--- config.mk ---
export PLATFORM = sky130hd
export DESIGN_NAME = ssc_seq_ctrl_flat
export DESIGN_NICKNAME = d
export VERILOG_FILES = /design/src/rtl/ssc_seq_ctrl_if.sv /design/src/rtl/ssc_seq_ctrl.sv /design/src/flat_wrapper.sv
export SDC_FILE = /design/constraint.sdc
export NUM_CORES = 1
export LEC_CHECK = 0
export ABC_CLOCK_PERIOD_IN_PS = 14800
export BUFFER_PORTS_ARGS = -buffer_cell sky130_fd_sc_hd__buf_2
export CAP_MARGIN = 20
export CORE_ASPECT_RATIO = 0.9
export CORE_UTILIZATION = 45
export DETAILED_ROUTE_END_ITERATION = 12
export GPL_TIMING_DRIVEN = 0
export PLACE_DENSITY_LB_ADDON = 0.08
export SETUP_SLACK_MARGIN = 0.02
export SYNTH_ARGS = -nofsm -noshare
export SYNTH_HDL_FRONTEND = slang
export SYNTH_SLANG_ARGS = --single-unit
--- constraint.sdc ---
create_clock -name clk -period 14.8 [get_ports clk]
set_clock_uncertainty 0.1 [all_clocks]
set_input_delay 2.96 -clock clk [delete_from_list [all_inputs] [get_ports clk]]
set_output_delay 2.96 -clock clk [all_outputs]
set_load 0.005 [all_outputs]
--- src/rtl/ssc_seq_ctrl_if.sv ---
// ssc_seq_ctrl_if: order request and result bundle for the sequential snack calculator
interface ssc_seq_ctrl_if;
  logic        in_valid;
  logic [63:0] card_num;
  logic [8:0]  input_money;
  logic [31:0] snack_num;
  logic [31:0] price;
  logic        busy;
  logic        out_valid;
  logic        out_card_ok;
  logic [8:0]  out_change;
  modport master (
    output in_valid, card_num, input_money, snack_num, price,
    input  busy, out_valid, out_card_ok, out_change
  );
  modport slave (
    input  in_valid, card_num, input_money, snack_num, price,
    output busy, out_valid, out_card_ok, out_change
  );
endinterface

--- src/rtl/ssc_seq_ctrl.sv ---
// ssc_seq_ctrl: one shared multiplier, serial Luhn check, insertion sort and greedy purchase loop
module ssc_seq_ctrl (
  input logic         clk,
  input logic         rst_n,
  ssc_seq_ctrl_if.slave bus
);
  typedef enum logic [1:0] {IDLE, LOAD, BUY, DONE} state_t;
  state_t      state;
  logic [2:0]  cnt;
  logic [63:0] card;
  logic [31:0] qty;
  logic [31:0] unit;
  logic [7:0]  lst [8];
  logic [7:0]  nl [8];
  logic [7:0]  sum;
  logic [8:0]  rem;
  logic        stop;
  logic        busy;
  logic        out_valid;
  logic        out_card_ok;
  logic [8:0]  out_change;
  logic [7:0]  total;
  logic [7:0]  ge;
  logic [3:0]  lo;
  logic [3:0]  hi;
  logic [4:0]  dbl;
  logic        card_ok;
  assign bus.busy        = busy;
  assign bus.out_valid   = out_valid;
  assign bus.out_card_ok = out_card_ok;
  assign bus.out_change  = out_change;
  // shared multiplier, Luhn digit pair, and descending insertion of this slot's total (ties go after equals)
  always_comb begin
    total   = {4'd0, qty[{cnt, 2'b00} +: 4]} * {4'd0, unit[{cnt, 2'b00} +: 4]};
    lo      = card[{cnt, 3'b000} +: 4];
    hi      = card[{cnt, 3'b100} +: 4];
    dbl     = hi < 4'd5 ? {hi, 1'b0} : {hi, 1'b0} - 5'd9;
    card_ok = (sum % 8'd10) == 8'd0;
    for (int i = 0; i < 8; i++) ge[i] = (i < int'(cnt)) && (lst[i] >= total);
    nl[0] = ge[0] ? lst[0] : total;
    for (int i = 1; i < 8; i++) nl[i] = ge[i] ? lst[i] : ge[i-1] ? total : lst[i-1];
  end
  // order sequencer: capture, 8 load cycles, 8 buy cycles, one result strobe
  always_ff @(posedge clk or negedge rst_n) begin
    if (!rst_n) begin
      state       <= IDLE;
      cnt         <= 3'd0;
      card        <= 64'd0;
      qty         <= 32'd0;
      unit        <= 32'd0;
      sum         <= 8'd0;
      rem         <= 9'd0;
      stop        <= 1'b0;
      busy        <= 1'b0;
      out_valid   <= 1'b0;
      out_card_ok <= 1'b0;
      out_change  <= 9'd0;
      for (int i = 0; i < 8; i++) lst[i] <= 8'd0;
    end else begin
      case (state)
        IDLE: begin
          out_valid   <= 1'b0;
          out_card_ok <= 1'b0;
          out_change  <= 9'd0;
          if (bus.in_valid && !busy) begin
            card  <= bus.card_num;
            qty   <= bus.snack_num;
            unit  <= bus.price;
            rem   <= bus.input_money;
            sum   <= 8'd0;
            stop  <= 1'b0;
            cnt   <= 3'd0;
            busy  <= 1'b1;
            state <= LOAD;
            for (int i = 0; i < 8; i++) lst[i] <= 8'd0;
          end else begin
            busy <= 1'b0;
          end
        end
        LOAD: begin
          for (int i = 0; i < 8; i++) lst[i] <= nl[i];
          sum <= sum + {4'd0, lo} + {3'd0, dbl};
          cnt <= cnt + 3'd1;
          if (cnt == 3'd7) state <= BUY;
        end
        BUY: begin
          if (!stop && card_ok && {1'b0, lst[cnt]} <= rem) rem <= rem - {1'b0, lst[cnt]};
          else stop <= 1'b1;
          cnt <= cnt + 3'd1;
          if (cnt == 3'd7) state <= DONE;
        end
        DONE: begin
          out_valid   <= 1'b1;
          out_card_ok <= card_ok;
          out_change  <= rem;
          state       <= IDLE;
        end
        default: state <= IDLE;
      endcase
    end
  end
endmodule

--- src/flat_wrapper.sv ---
// flat-port wrapper written by rule: the top's interface ports become plain ports
module ssc_seq_ctrl_flat 
  (clk, rst_n, bus_in_valid, bus_card_num, bus_input_money, bus_snack_num, bus_price, bus_busy, bus_out_valid, bus_out_card_ok, bus_out_change);
  ssc_seq_ctrl_if bus_i ();
  input logic clk;
  input logic rst_n;
  input wire logic [$bits(bus_i.in_valid)-1:0] bus_in_valid;
  input wire logic [$bits(bus_i.card_num)-1:0] bus_card_num;
  input wire logic [$bits(bus_i.input_money)-1:0] bus_input_money;
  input wire logic [$bits(bus_i.snack_num)-1:0] bus_snack_num;
  input wire logic [$bits(bus_i.price)-1:0] bus_price;
  output wire logic [$bits(bus_i.busy)-1:0] bus_busy;
  output wire logic [$bits(bus_i.out_valid)-1:0] bus_out_valid;
  output wire logic [$bits(bus_i.out_card_ok)-1:0] bus_out_card_ok;
  output wire logic [$bits(bus_i.out_change)-1:0] bus_out_change;
  assign bus_i.in_valid = bus_in_valid;
  assign bus_i.card_num = bus_card_num;
  assign bus_i.input_money = bus_input_money;
  assign bus_i.snack_num = bus_snack_num;
  assign bus_i.price = bus_price;
  assign bus_busy = bus_i.busy;
  assign bus_out_valid = bus_i.out_valid;
  assign bus_out_card_ok = bus_i.out_card_ok;
  assign bus_out_change = bus_i.out_change;
  ssc_seq_ctrl u_core (.clk(clk), .rst_n(rst_n), .bus(bus_i));
endmodule
Word-level counts from Yosys, hierarchy flattened
Cells that the tools add are included.
{ "totals": {"output_inout_bits": 12, "register_bits": 227, "wordCells": 135, "input_bits": 140} }
{ "op_classes": {"bitwise": 1, "n_mux": 38, "div": 1, "order_cmp": 17, "n_reduce_logical": 32, "n_mul": 1, "n_addsub": 5, "eq_ne": 16, "n_shift": 4} }
{ "op_table": {"columns": ["cell", "count"], "rows": [
  ["2-to-1 mux 8 bit", 17],
  ["case mux 64 bit (2 select lines)", 1],
  ["variable part select 64 x 7 -> 4 bit", 2],
  ["2-to-1 mux 64 bit", 1],
  ["variable part select 32 x 6 -> 4 bit", 2],
  ["greater-or-equal comparator 8 bit", 7],
  ["case mux 9 bit (2 select lines)", 2],
  ["AND reduction 3 bit", 10],
  ["binary-select mux 8 bit (select 3 bit)", 1],
  ["2-to-1 mux 9 bit", 2],
  ["inequality test 2 bit, second input constant", 8],
  ["case mux 8 bit (2 select lines)", 1],
  ["logical AND 1 bit", 10],
  ["less-or-equal comparator 8 x 9 -> 1 bit", 1],
  ["< comparator 3 bit, first input constant", 3],
  ["subtractor 9 x 8 -> 9 bit", 1],
  ["adder 8 x 4 -> 8 bit", 1],
  ["adder 8 x 5 -> 8 bit", 1],
  ["logical NOT 8 bit", 1],
  ["remainder unit 8 x 4 -> 8 bit, second input constant", 1],
  ["multiplier 4 x 4 -> 8 bit", 1],
  ["inequality test 2 x 1 -> 1 bit, second input constant", 4],
  ["case mux 2 bit (4 select lines)", 1],
  ["nonzero test 2 bit", 4],
  ["other kinds (20)", 32]
]} }

Depth between registers and ports, before layout
Gate-level depths: netlist of the first run.
{ "logic_depth": {"ltp_word": 8, "ltp_mapped": 24, "ltp_nobuf": 21} }

Least setup slack after synthesis of the first run
OpenSTA, ideal clock, no wires.
{ "synth_timing": {"path_kind": "reg-to-reg", "startpoint": "register u_core.cnt[1]", "endpoint": "register u_core.lst[59] (netlist name)", "setup_slack_ns": 8.284, "synth_period_minus_slack_ns": 6.516, "path_buffers": 5, "arrival_time_ns": 6.291, "path_stages_with_launch": 23, "t_required_ns": 14.575, "setup_ns": 0.125, "path_cell_list": "dfrtp_1 > clkbuf_1 > buf_2 > buf_1 > buf_1 > mux2i_1 > or2_2 > fa_1 > fa_1 > inv_1 > ha_1 > a21o_1 > a21oi_1 > xnor2_1 > inv_1 > ha_1 > a21o_1 > a211oi_1 > o211ai_1 > nor2b_1 > clkbuf_1 > a21oi_2 > mux2_2"} }
{ "synth_between": {"elab_chain_cells": 6, "word_cells_on_any_way": 10, "cone_classes": "mul: 1; order compare: 2; eq/ne: 1; shift: 2; mux: 2; reduce/logical: 2"} }
{ "synth_lines": {"columns": ["item", "line_no", "source"], "rows": [
  ["from (decl)", "ssc_seq_ctrl.sv:9", "logic [2:0] cnt;"],
  ["from (signal assigned)", "ssc_seq_ctrl.sv:83", "cnt <= cnt + 3'd1;"],
  ["from (signal assigned)", "ssc_seq_ctrl.sv:89", "cnt <= cnt + 3'd1;"],
  ["variable part select 32 x 6 -> 4 bit", "ssc_seq_ctrl.sv:34", "total = {4'd0, qty[{cnt, 2'b00} +: 4]} * {4'd0, unit[{cnt, 2'b00} +: 4]};"],
  ["multiplier 4 x 4 -> 8 bit", "ssc_seq_ctrl.sv:34", null],
  ["greater-or-equal comparator 8 bit", "ssc_seq_ctrl.sv:39", "for (int i = 0; i < 8; i++) ge[i] = (i < int'(cnt)) && (lst[i] >= total);"],
  ["logical AND 1 bit", "ssc_seq_ctrl.sv:39", null],
  ["inequality test 2 bit (no source line)", null, null],
  ["AND reduction 3 bit (no source line)", null, null],
  ["to (decl)", "ssc_seq_ctrl.sv:13", "logic [7:0] lst [8];"]
]} }
Parallel ways exist; a longest one is shown, timed or not. The select of a mux whose other input is x is not followed.
A chain may end at the register's enable or synchronous reset.

Worst setup path after layout of the first run
{ "layout_timing": {"startpoint": "register u_core.cnt[1]", "endpoint": "register u_core.lst[41] (netlist name)"} }
{ "layout_between": {"elab_chain_cells": 7, "word_cells_on_any_way": 14, "cone_classes": "mul: 1; order compare: 4; eq/ne: 1; shift: 2; mux: 3; reduce/logical: 3"} }
{ "layout_lines": {"columns": ["item", "line_no", "source"], "rows": [
  ["variable part select 32 x 6 -> 4 bit", "ssc_seq_ctrl.sv:34", null],
  ["multiplier 4 x 4 -> 8 bit", "ssc_seq_ctrl.sv:34", null],
  ["greater-or-equal comparator 8 bit", "ssc_seq_ctrl.sv:39", null],
  ["logical AND 1 bit", "ssc_seq_ctrl.sv:39", null],
  ["2-to-1 mux 8 bit (2 in a row)", "ssc_seq_ctrl.sv:41", "for (int i = 1; i < 8; i++) nl[i] = ge[i] ? lst[i] : ge[i-1] ? total : lst[i-1];"],
  ["case mux 64 bit (2 select lines)", "ssc_seq_ctrl.sv:60", "case (state)"]
]} }
Parallel ways exist; a longest one is shown, timed or not. The select of a mux whose other input is x is not followed.

==> results.py, run 1 <==
metrics = {
    "run_status": {
        "status": "finished clean",
    },
    "grt": {
        "overflow": 0,
        "grt_max_degree": 101,
        "grt_util_all_layers_pct": 26.5,
        "grt_first_pass_wirelength_microns": 61000,
        "grt_pass1_vias": 10600,
        "grt_antenna_before_repair": 0,
    },
    "detailed_routing": {
        "vias_per_cell": 5.40,
        "drc": 0,
        "firstDrtPassIters": 5,
        "vias": 10700,
        "drt_iter0_markers": 740,
        "routedWlPerCell_microns": 19.4,
        "antenna_left": 0,
        "finalWirelength_microns": 38500,
    },
    "floorplanning": {
        "die-width_microns": 183,
        "coreArea_sq_um": 28900,
        "die-area_sq_um": 30200,
        "io-pin-count": 152,
        "die_y_microns": 165,
        "initial_utilization_pct": 45.9,
        "rows": 59,
    },
    "clocking": {
        "cts_buffer_depth": 3,
        "post_cts_buffers": 0,
        "holdBufCountCts": 0,
        "insertion_delay_ns": 0.56,
        "cts.sinks": 227,
        "cts_tree": "built",
        "ctsRootBufferMaster": "clkbuf_16",
        "post_cts_resized": 0,
        "path_clk_slew_ns": 0.06,
        "cts-buffers-inserted": 26,
        "htree_levels": 1,
    },
    "sta": {
        "setup_ws_ns": 6.19,
        "hold_viol": 0,
        "setup_viol": 0,
        "rsz0062_at_grt": "false",
        "min_period_ns": 8.61,
        "setup_tns_ns": 0,
        "worst_pin_slew_ns": 1.00,
        "drv_slew": 0,
        "clock.fmax_ghz": 0.116,
        "slew_headroom_pct": 32.5,
        "finalCritPeriodShare_pct": 58.2,
    },
    "final_layout": {
        "finalNonFillerCells": 1985,
        "n_antenna_cell": 0,
        "fin_area_sq_um": 15500,
        "fill_cells": 2742,
        "fin_util_pct": 53.7,
        "fin_nets": 1811,
        "layout-drive-gt1-share_pct": 17.6,
        "area_growth_pct": 16.9,
    },
    "worst_hold_path": {
        "min_path_type": "reg2reg",
    },
    "placed_design": {
        "postPlaceCellArea_sq_um": 14700,
        "place_congestion": 0.847,
        "dp_cells": 1939,
        "port_buffers": 151,
        "hpwl_microns": 27800,
        "post-place-ws_ns": 6.18,
    },
    "power": {
        "power_density_nw_per_um2": 284,
        "ir_worst_vdd_uv": 139,
        "p_leak_nw": 7.56,
    },
    "critical_path": {
        "cpMaxStageDelayCell": "buf_1",
        "setup.worst_path.start_class": "flop",
        "path_cells": "clkbuf_1 > buf_2 > buf_1 > buf_1 > mux2i_1 > or2_2 > fa_1 > fa_1 > fa_1 > inv_1 > a21o_1 > a21oi_1 > xnor2_1 > buf_4 > inv_1 > ha_1 > and3_1 > a2111oi_0 > a211oi_1 > buf_1 > a21oi_1 > o22ai_1",
        "cp.required_ns": 15.10,
        "max_stage_delay_ns": 0.68,
        "critPathTopFamily": "buffers and inverters",
        "cp_data_arrival_time_ns": 8.91,
        "critPathKind": "reg2reg",
        "cp-end-kind": "flop",
        "crit_fanout": 10,
        "worst-path-buf-inv": 8,
    },
    "logic_synthesis": {
        "synth_cell_types": 59,
        "synthCells": 1384,
        "syn-num-nets": 1624,
        "synthArstFlopShare_pct": 100,
        "ys_seq_area_share_pct": 42.7,
        "synth-main-ff-cell": "dfrtp_1",
        "yosysWarnings": 0,
        "synth_edf_count": 0,
        "avgSynthCellArea_sq_um": 9.60,
        "ys_seq_elements": 227,
        "syn_area_sq_um": 13300,
    },
    "run": {
        "cap_violations": 0,
    },
}
[cells in the final DEF (no fill, tap or decap), types with 32 or more instances in the layout]
cell / count
o21ai_0: 52
o22ai_1: 34
inv_1: 73
nand2_1: 453
mux2i_1: 83
clkbuf_1: 54
a21oi_1: 32
mux4_2: 48
ha_1: 90
buf_2: 159
dfrtp_1: 227
[power breakdown]
part | internal, W | leakage, nW | switching (W)
Combinational | 0.00108 | 4.20 | 0.00159
Clock | 0.000396 | 0.436 | 0.000274
Sequential | 0.000881 | 2.92 | 0.000190
[flip-flops by register name, summed over array words and instances, names as in the netlist, 2 cells and up]
name                   cells
u_core.sum                 8
u_core.bus.out_change      9
u_core.qty                32
u_core.unit               32
u_core.cnt                 3
u_core.rem                 9
u_core.lst                64
u_core.card               64
u_core.state               2
[worst paths after layout]
kind                                 from                       end  slack (ns)  cells after the start
setup reg to reg            u_core.cnt[1]            u_core.lst[41]        6.19                     22
setup / recovery            u_core.cnt[1]            u_core.lst[41]        6.19                     22
hold / removal             u_core.qty[24]            u_core.qty[24]        0.37                      2
hold reg to reg            u_core.qty[24]            u_core.qty[24]        0.37                      2
min in group asynchronous           rst_n  u_core.bus.out_change[2]        2.22                      1
max in group asynchronous           rst_n            u_core.qty[10]       11.14                      3
[cells by family after synthesis]
| group | synth area share, % |
|---|---|
| DFF | 42.7 |
| buffers and inverters | 4.21 |
| muxes | 15.1 |
| xor gates and xnor gates | 0.857 |
| AOI/OAI and AO/OA | 10.0 |
| adders and majority gates | 9.98 |
| and+or+nand+nor | 17.2 |
[cell type report]
| class | instances | area, sq um | area share (%) |
|---|---|---|---|
| multi-input combinational | 1013 | 7050 | 45.4 |
| clock inverter | 11 | 159 | 1.02 |
| clock buffer | 35 | 724 | 4.66 |
| buffer | 70 | 282 | 1.81 |
| sequential | 227 | 5680 | 36.6 |
| tap | 396 | 495 | 3.19 |
| timing repair buffer | 159 | 870 | 5.60 |
| inverter | 74 | 278 | 1.79 |
[metal layers]
| metal | GRT usage (%) | wire [microns] | up-vias |
|---|---|---|---|
| li1 | - | - | 5138 |
| met3 | 2.95 | 2450 | 52 |
| met1 | 38.7 | 18000 | 5183 |
| met4 | 6.21 | 770 | 0 |
| met2 | 42.2 | 17300 | 353 |
| met5 | 0 | 0 | - |
[per-stage QoR]
step / power, W / hold slack, ns
3_5_place_dp: 0.00373 / 0.359
4_1_cts: 0.00442 / 0.374
2_1_floorplan: 0.00292 / 0.340
5_1_grt: 0.00481 / 0.384
6_report: 0.00442 / 0.368
3_3_place_gp: 0.00364 / 0.352
[tightest hold or removal path: stages (launching register included)]
cell,delay [ns]
dfrtp_1,0.34
nand2_1,0.05
nand2_1,0.05
[Yosys cell counts, types with 7 or more instances]
| master | count | area, sq um |
|---|---|---|
| mux2_2 | 8 | 90.1 |
| o21ai_0 | 52 | 260 |
| xnor2_1 | 10 | 87.6 |
| fa_1 | 10 | 200 |
| a21oi_1 | 32 | 160 |
| nor3_1 | 9 | 45.0 |
| clkbuf_1 | 49 | 184 |
| inv_1 | 73 | 274 |
| a21o_1 | 15 | 113 |
| nor2b_1 | 11 | 68.8 |
| ha_1 | 90 | 1130 |
| nand2_1 | 453 | 1700 |
| o22ai_1 | 34 | 213 |
| buf_1 | 11 | 41.3 |
| mux4_2 | 48 | 1080 |
| mux2i_1 | 83 | 831 |
| o2bb2ai_1 | 8 | 70.1 |
| dfrtp_1 | 227 | 5680 |
| or2_2 | 7 | 43.8 |
| nor2_1 | 24 | 90.1 |
| a211oi_1 | 9 | 67.6 |
| nand2b_1 | 23 | 144 |
| buf_2 | 9 | 45.0 |
Note: power is estimated with default switching activity, not from simulation.
==> run 2, diff against run 1 <==
--- a/config.mk
+++ b/config.mk
@@ -5,7 +5,8 @@
 export SDC_FILE = /design/constraint.sdc
 export NUM_CORES = 1
 export LEC_CHECK = 0
-export ABC_CLOCK_PERIOD_IN_PS = 14800
+export ABC_AREA = 1
+export ABC_CLOCK_PERIOD_IN_PS = 8000
 export BUFFER_PORTS_ARGS = -buffer_cell sky130_fd_sc_hd__buf_2
 export CAP_MARGIN = 20
 export CORE_ASPECT_RATIO = 0.9
==> constraint.sdc (replaced) <==
create_clock -name clk -period 8 [get_ports clk]
set_clock_uncertainty 0.1 [all_clocks]
set_input_delay 1.6 -clock clk [delete_from_list [all_inputs] [get_ports clk]]
set_output_delay 1.6 -clock clk [all_outputs]
set_load 0.005 [all_outputs]
==> run 2 against run 1 <==
First-iteration DRC count up 47%. Global-route usage is 1.5 points higher. Cell area grew 0.44%. Die area is 0.54% higher. Count of clock-buffer cells in the layout increased by 3. Register-to-register slack lost 5.8 ns. Setup slack lost 5.8 ns. Hold slack better by 0.00088 ns.
==> results.py, run 2 <==
metrics = {
    "logic_synthesis": {
        "yosysWarnings": 0,
        "synthAdderAreaFrac_pct": 9.93,
        "netlist.top_cell.by_area": "dfrtp_1",
        "syn-num-nets": 2007,
        "synth_top_area_share_pct": 42.5,
        "avgSynthCellArea_sq_um": 7.56,
        "synth_area_leaders": "dfrtp_1, nand2_1, ha_1, o21ai_0, inv_1",
        "synthArstFlopShare_pct": 100,
        "synth_cell_types": 44,
        "synth_top_family_by_area": "simple AND/OR/NAND/NOR gates",
        "synth_mux_area_share_pct": 0.0843,
        "synthTopCellsByCount": "nand2_1, dfrtp_1, o21ai_0",
        "ys_seq_elements": 227,
        "synth_most_common_cell": "nand2_1",
        "synth-main-ff-cell": "dfrtp_1",
        "synth_compound_gate_area_share_pct": 15.8,
        "synthCells": 1767,
        "ys_seq_area_share_pct": 42.5,
        "synth_xor_area_share_pct": 0.524,
        "synth_edf_count": 0,
        "synth-simple-area-share_pct": 24.9,
        "syn_area_sq_um": 13400,
    },
    "detailed_routing": {
        "routedWlPerCell_microns": 17.7,
        "vias": 12500,
        "firstDrtPassIters": 5,
        "finalWirelength_microns": 41900,
        "vias_per_cell": 5.29,
        "drt_iter0_markers": 1087,
        "drc": 0,
        "antenna_left": 0,
    },
    "critical_path": {
        "setup.worst_path.start_class": "flop",
        "cpMaxStageDelayCell": "xnor2_1",
        "cp-end-kind": "flop",
        "crit_fanout": 10,
        "reg2reg_depth": 24,
        "critPathKind": "reg2reg",
        "cp_data_arrival_time_ns": 7.95,
        "max_stage_delay_ns": 0.71,
        "cp.required_ns": 8.37,
        "path_cells": "clkbuf_2 > nor2_1 > clkbuf_1 > o21ai_0 > o32ai_1 > nor2_1 > inv_1 > nand2_1 > fa_1 > fa_1 > fa_1 > xnor2_1 > inv_1 > ha_1 > a21oi_1 > o21ai_0 > a21oi_1 > o41ai_1 > nand2_1 > inv_1 > a21oi_1 > clkbuf_1 > o2111ai_1 > o21ai_0",
    },
    "final_layout": {
        "regArea_sq_um": 5680,
        "layout-drive-gt1-share_pct": 11.5,
        "n_antenna_cell": 0,
        "fill_cells": 2936,
        "layout_commonest_cell": "nand2_1",
        "multiInputGateArea_sq_um": 6880,
        "largestRegisters": "u_core.card x64, u_core.lst x64",
        "fin_nets": 2189,
        "area_growth_pct": 16.8,
        "finalNonFillerCells": 2364,
        "mostFrequentLayoutCells": "nand2_1, dfrtp_1, o21ai_0",
    },
    "grt": {
        "grt_antenna_before_repair": 0,
        "grt_max_degree": 96,
        "grt_pass1_vias": 11900,
        "overflow": 0,
        "grt_first_pass_wirelength_microns": 65200,
        "grt_util_all_layers_pct": 27.9,
    },
    "sta": {
        "setup_viol": 0,
        "setup_ws_ns": 0.423,
        "setup_tns_ns": 0,
        "hold_viol": 0,
        "drv_slew": 0,
        "min_period_ns": 7.58,
        "worst_pin_slew_ns": 1.00,
        "rsz0062_at_grt": "false",
        "finalCritPeriodShare_pct": 94.7,
        "slew_headroom_pct": 32.7,
        "clock.fmax_ghz": 0.132,
    },
    "placed_design": {
        "post-place-ws_ns": 0.585,
        "hpwl_microns": 31200,
        "place_congestion": 0.906,
        "dp_cells": 2316,
        "port_buffers": 151,
    },
    "floorplanning": {
        "die-width_microns": 184,
        "die-area_sq_um": 30400,
        "rows": 59,
        "die_y_microns": 165,
        "io-pin-count": 152,
        "initial_utilization_pct": 45.9,
        "coreArea_sq_um": 29100,
    },
    "clocking": {
        "cts_tree": "built",
        "insertion_delay_ns": 0.56,
        "path_clk_slew_ns": 0.06,
        "cts_buffer_depth": 3,
        "cts.sinks": 227,
        "htree_levels": 1,
        "ctsRootBufferMaster": "clkbuf_16",
        "post_cts_buffers": 0,
        "cts-buffers-inserted": 27,
    },
    "run_status": {
        "status": "finished clean",
    },
    "worst_hold_path": {
        "min_path_type": "reg2reg",
        "min_path_cells": 2,
    },
    "run": {
        "cap_violations": 0,
    },
}
run 2: cell types whose count changed after synthesis, moves of 14 or more:
cell	previous run	this run
a21o_1	15	1
a21oi_1	32	85
inv_1	73	132
mux2i_1	83	0
mux4_2	48	0
nand2_1	453	643
nand2b_1	23	0
nand3_1	5	56
nor2_1	24	119
o21a_1	3	18
o21ai_0	52	181
o22ai_1	34	19
run 2: cell families after synthesis:
| kind of cell | count (synthesis) |
|---|---|
| compound gates | 366 |
| xor+xnor | 8 |
| fa+ha+maj | 100 |
| buf+inv | 217 |
| flops | 227 |
| mux | 1 |
| simple gates | 848 |
run 2: routing by layer:
layer	routed length, microns	GRT usage (%)	up-vias
met5	0	0	-
met3	2610	3.75	59
met1	20100	40.7	5847
met4	879	6.36	0
met2	18300	44.0	426
li1	-	-	6176
run 2: worst max-delay path, delay by kind of cell, from the launching register on:
kind | cells | cell delay, ns
AND/OR/NAND/NOR | 4 | 0.85
adder cells (fa/ha/maj) | 4 | 1.85
AO/OA/AOI/OAI | 9 | 1.50
buffers and inverters | 6 | 2.06
flip-flops | 1 | 0.38
XOR/XNOR | 1 | 0.71
run 2: final cells by class:
cell class	count	area share (%)
buffer	74	1.88
clock buffer	38	5.04
clock inverter	10	0.738
inverter	143	3.44
multi-input combinational	1323	44.1
sequential	227	36.4
tap	396	3.17
timing repair buffer	153	5.26
run 2: what timing repair did:
item	4_1_cts	5_1_grt
gates resized for setup	0	1
setup endpoints to repair	0	2
hold buffers	0	0
run 2: metrics by stage:
stage                     utilization [%]  hold slack (ns)  area (sq um)
after global placement               50.2            0.348         14600
after floorplan                         -            0.337         13400
final                                53.7            0.369         15600
after detailed placement             50.5            0.354         14700
after CTS                            53.6            0.367         15600
after global routing                 53.7            0.378         15600
run 2: worst paths after layout:
kind / from / end / slack (ns)
min in group asynchronous: rst_n / u_core.rem[7] / 0.86
worst min register to register: u_core.qty[29] / u_core.qty[29] / 0.37
worst min-delay path: u_core.qty[29] / u_core.qty[29] / 0.37
worst max register to register: u_core.cnt[2] / u_core.lst[9] / 0.42
max in group asynchronous: rst_n / u_core.unit[30] / 6.08
worst max-delay path: u_core.cnt[2] / u_core.lst[9] / 0.42
Power of run 2 is not shown: default switching activity piles up to over one toggle a cycle in this logic, so the estimate is an artifact.
==> run 3, diff against run 2 <==
--- a/config.mk
+++ b/config.mk
@@ -14,6 +14,7 @@
 export DETAILED_ROUTE_END_ITERATION = 12
 export GPL_TIMING_DRIVEN = 0
 export PLACE_DENSITY_LB_ADDON = 0.08
+export RECOVER_POWER = 50
 export SETUP_SLACK_MARGIN = 0.02
 export SYNTH_ARGS = -nofsm -noshare
 export SYNTH_HDL_FRONTEND = slang
==> run 3 against run 2 <==
The flow now finishes with violations (max-capacitance violations, max-slew violations). Global-route usage unchanged. Core utilization down 0.17 points. Register-to-register slack better by 0.07 ns. Cell area shrank 0.32%. Hold slack worse by 0.0021 ns. Sequential cell count is the same. Count of clock-buffer cells in the layout is the same. Critical path type unchanged. Highest routed layer unchanged.
==> results.py, run 3 (synthesis results as in run 2) <==
metrics = {
    "critical_path": {
        "max_stage_delay_ns": 0.71,
        "worst-path-buf-inv": 6,
        "path_cells": "clkbuf_2 > nor2_1 > clkbuf_1 > o21ai_0 > o32ai_1 > nor2_1 > inv_1 > nand2_1 > fa_1 > fa_1 > fa_1 > xnor2_1 > inv_1 > ha_1 > a21oi_1 > o21ai_0 > a21oi_1 > o41ai_1 > nand2_1 > inv_1 > a21oi_1 > clkbuf_1 > o2111ai_1 > o21ai_0",
        "cp.required_ns": 8.37,
        "cp-end-kind": "flop",
        "critPathKind": "reg2reg",
        "crit_fanout": 10,
        "cp_data_arrival_time_ns": 7.88,
        "setup.worst_path.start_class": "flop",
        "critPathTopFamily": "buffers and inverters",
        "cpMaxStageDelayCell": "xnor2_1",
    },
    "sta": {
        "min_period_ns": 7.51,
        "rsz0062_at_grt": "false",
        "slew_headroom_pct": -123,
        "drv_slew": 232,
        "finalCritPeriodShare_pct": 93.8,
        "setup_viol": 0,
        "worst_pin_slew_ns": 3.34,
        "setup_tns_ns": 0,
        "hold_viol": 0,
        "clock.fmax_ghz": 0.133,
        "timing.hold.ws_ns": 0.366,
    },
    "final_layout": {
        "mostFrequentLayoutCells": "nand2_1, dfrtp_1, o21ai_0",
        "regArea_sq_um": 5680,
        "fin_util_pct": 53.5,
        "fin_area_sq_um": 15600,
        "fill_cells": 2942,
        "largestRegisters": "u_core.card x64, u_core.lst x64",
        "fin_nets": 2189,
        "multiInputGateArea_sq_um": 6880,
        "layout_commonest_cell": "nand2_1",
        "area_growth_pct": 16.4,
        "layout-drive-gt1-share_pct": 11.4,
        "n_antenna_cell": 0,
    },
    "clocking": {
        "ctsRootBufferMaster": "clkbuf_16",
        "cts.sinks": 227,
        "cts_tree": "built",
        "path_clk_slew_ns": 0.06,
        "cts_buffer_depth": 3,
        "cts-buffers-inserted": 27,
        "insertion_delay_ns": 0.57,
        "htree_levels": 1,
    },
    "detailed_routing": {
        "finalWirelength_microns": 41800,
        "firstDrtPassIters": 7,
        "vias_per_cell": 5.30,
        "drc": 0,
        "drt_iter0_markers": 978,
        "routedWlPerCell_microns": 17.7,
        "antenna_left": 0,
        "vias": 12500,
    },
    "floorplanning": {
        "die-width_microns": 184,
        "initial_utilization_pct": 45.9,
        "die-area_sq_um": 30400,
        "rows": 59,
        "coreArea_sq_um": 29100,
        "die_y_microns": 165,
        "io-pin-count": 152,
    },
    "grt": {
        "overflow": 0,
        "grt_pass1_vias": 11900,
        "grt_max_degree": 96,
        "grt_first_pass_wirelength_microns": 65200,
        "grt_util_all_layers_pct": 27.9,
        "grt_antenna_before_repair": 0,
    },
    "placed_design": {
        "port_buffers": 151,
        "place_congestion": 0.906,
        "hpwl_microns": 31200,
        "postPlaceCellArea_sq_um": 14700,
    },
    "run_status": {
        "violations": "max-capacitance violations, max-slew violations",
        "status": "finished, violations left",
    },
    "worst_hold_path": {
        "min_path_type": "reg2reg",
    },
    "run": {
        "cap_violations": 3,
    },
}
==> run 3: changes by cell type in the layout (fill, tap and decap cells not counted) <==
cell and change:
dlymetal6s2s_1 +1, buf_16 -2, clkbuf_2 +1, buf_2 -1
clkbuf_1 +2, buf_8 -1
==> run 3: final cells by class <==
class	count	share of cell area [%]
Multi-Input combinational cell	1323	44.2
Clock inverter	10	0.740
Tap cell	396	3.18
Timing Repair Buffer	153	4.95
Inverter	143	3.45
Clock buffer	38	5.06
Buffer	74	1.89
Sequential cell	227	36.5
==> run 3: path summary, 6_finish.rpt <==
check                                      from              end  slack, ns  depth (start not counted)
worst max register to register    u_core.cnt[2]    u_core.lst[9]       0.49                         24
worst min register to register  u_core.card[63]  u_core.card[63]       0.37                          2
worst min-delay path            u_core.card[63]  u_core.card[63]       0.37                          2
worst max-delay path              u_core.cnt[2]    u_core.lst[9]       0.49                         24
max in group asynchronous                 rst_n  u_core.card[37]       1.27                          2
min in group asynchronous                 rst_n    u_core.rem[7]       2.01                          1
==> run 3: repair_timing <==
item,in CTS,in global routing
buffers inserted,0,0
hold endpoints to repair,0,0
hold buffers,0,0
resized for setup,0,1
setup endpoints to repair,0,2
==> run 3: through the flow <==
step | setup slack, ns | cells
final | 0.493 | 2364
after global routing | 0.0357 | 2364
after CTS | 0.547 | 2364
after detailed placement | 0.585 | 2316
after global placement | 0.247 | 2314
after floorplan | 2.32 | 1767
==> run 3: metal layers <==
| metal | GRT usage, % | wire, microns | vias up |
|---|---|---|---|
| met5 | 0 | 0 | - |
| met4 | 6.36 | 815 | 0 |
| met3 | 3.75 | 2560 | 58 |
| met2 | 44.0 | 18300 | 430 |
| met1 | 40.7 | 20200 | 5858 |
| li1 | - | - | 6183 |
==> run 3: worst register-to-register path: stages, from the launching register on <==
cell and delay, ns:
dfrtp_1 0.38, clkbuf_2 0.23, nor2_1 0.55, clkbuf_1 0.64, o21ai_0 0.22, o32ai_1 0.18
nor2_1 0.15, inv_1 0.09, nand2_1 0.07, fa_1 0.49, fa_1 0.54, fa_1 0.48
xnor2_1 0.71, inv_1 0.53, ha_1 0.34, a21oi_1 0.19, o21ai_0 0.11, a21oi_1 0.12
o41ai_1 0.08, nand2_1 0.08, inv_1 0.16, a21oi_1 0.26, clkbuf_1 0.39, o2111ai_1 0.20
o21ai_0 0.13
Power of run 3 is left out for the same reason.
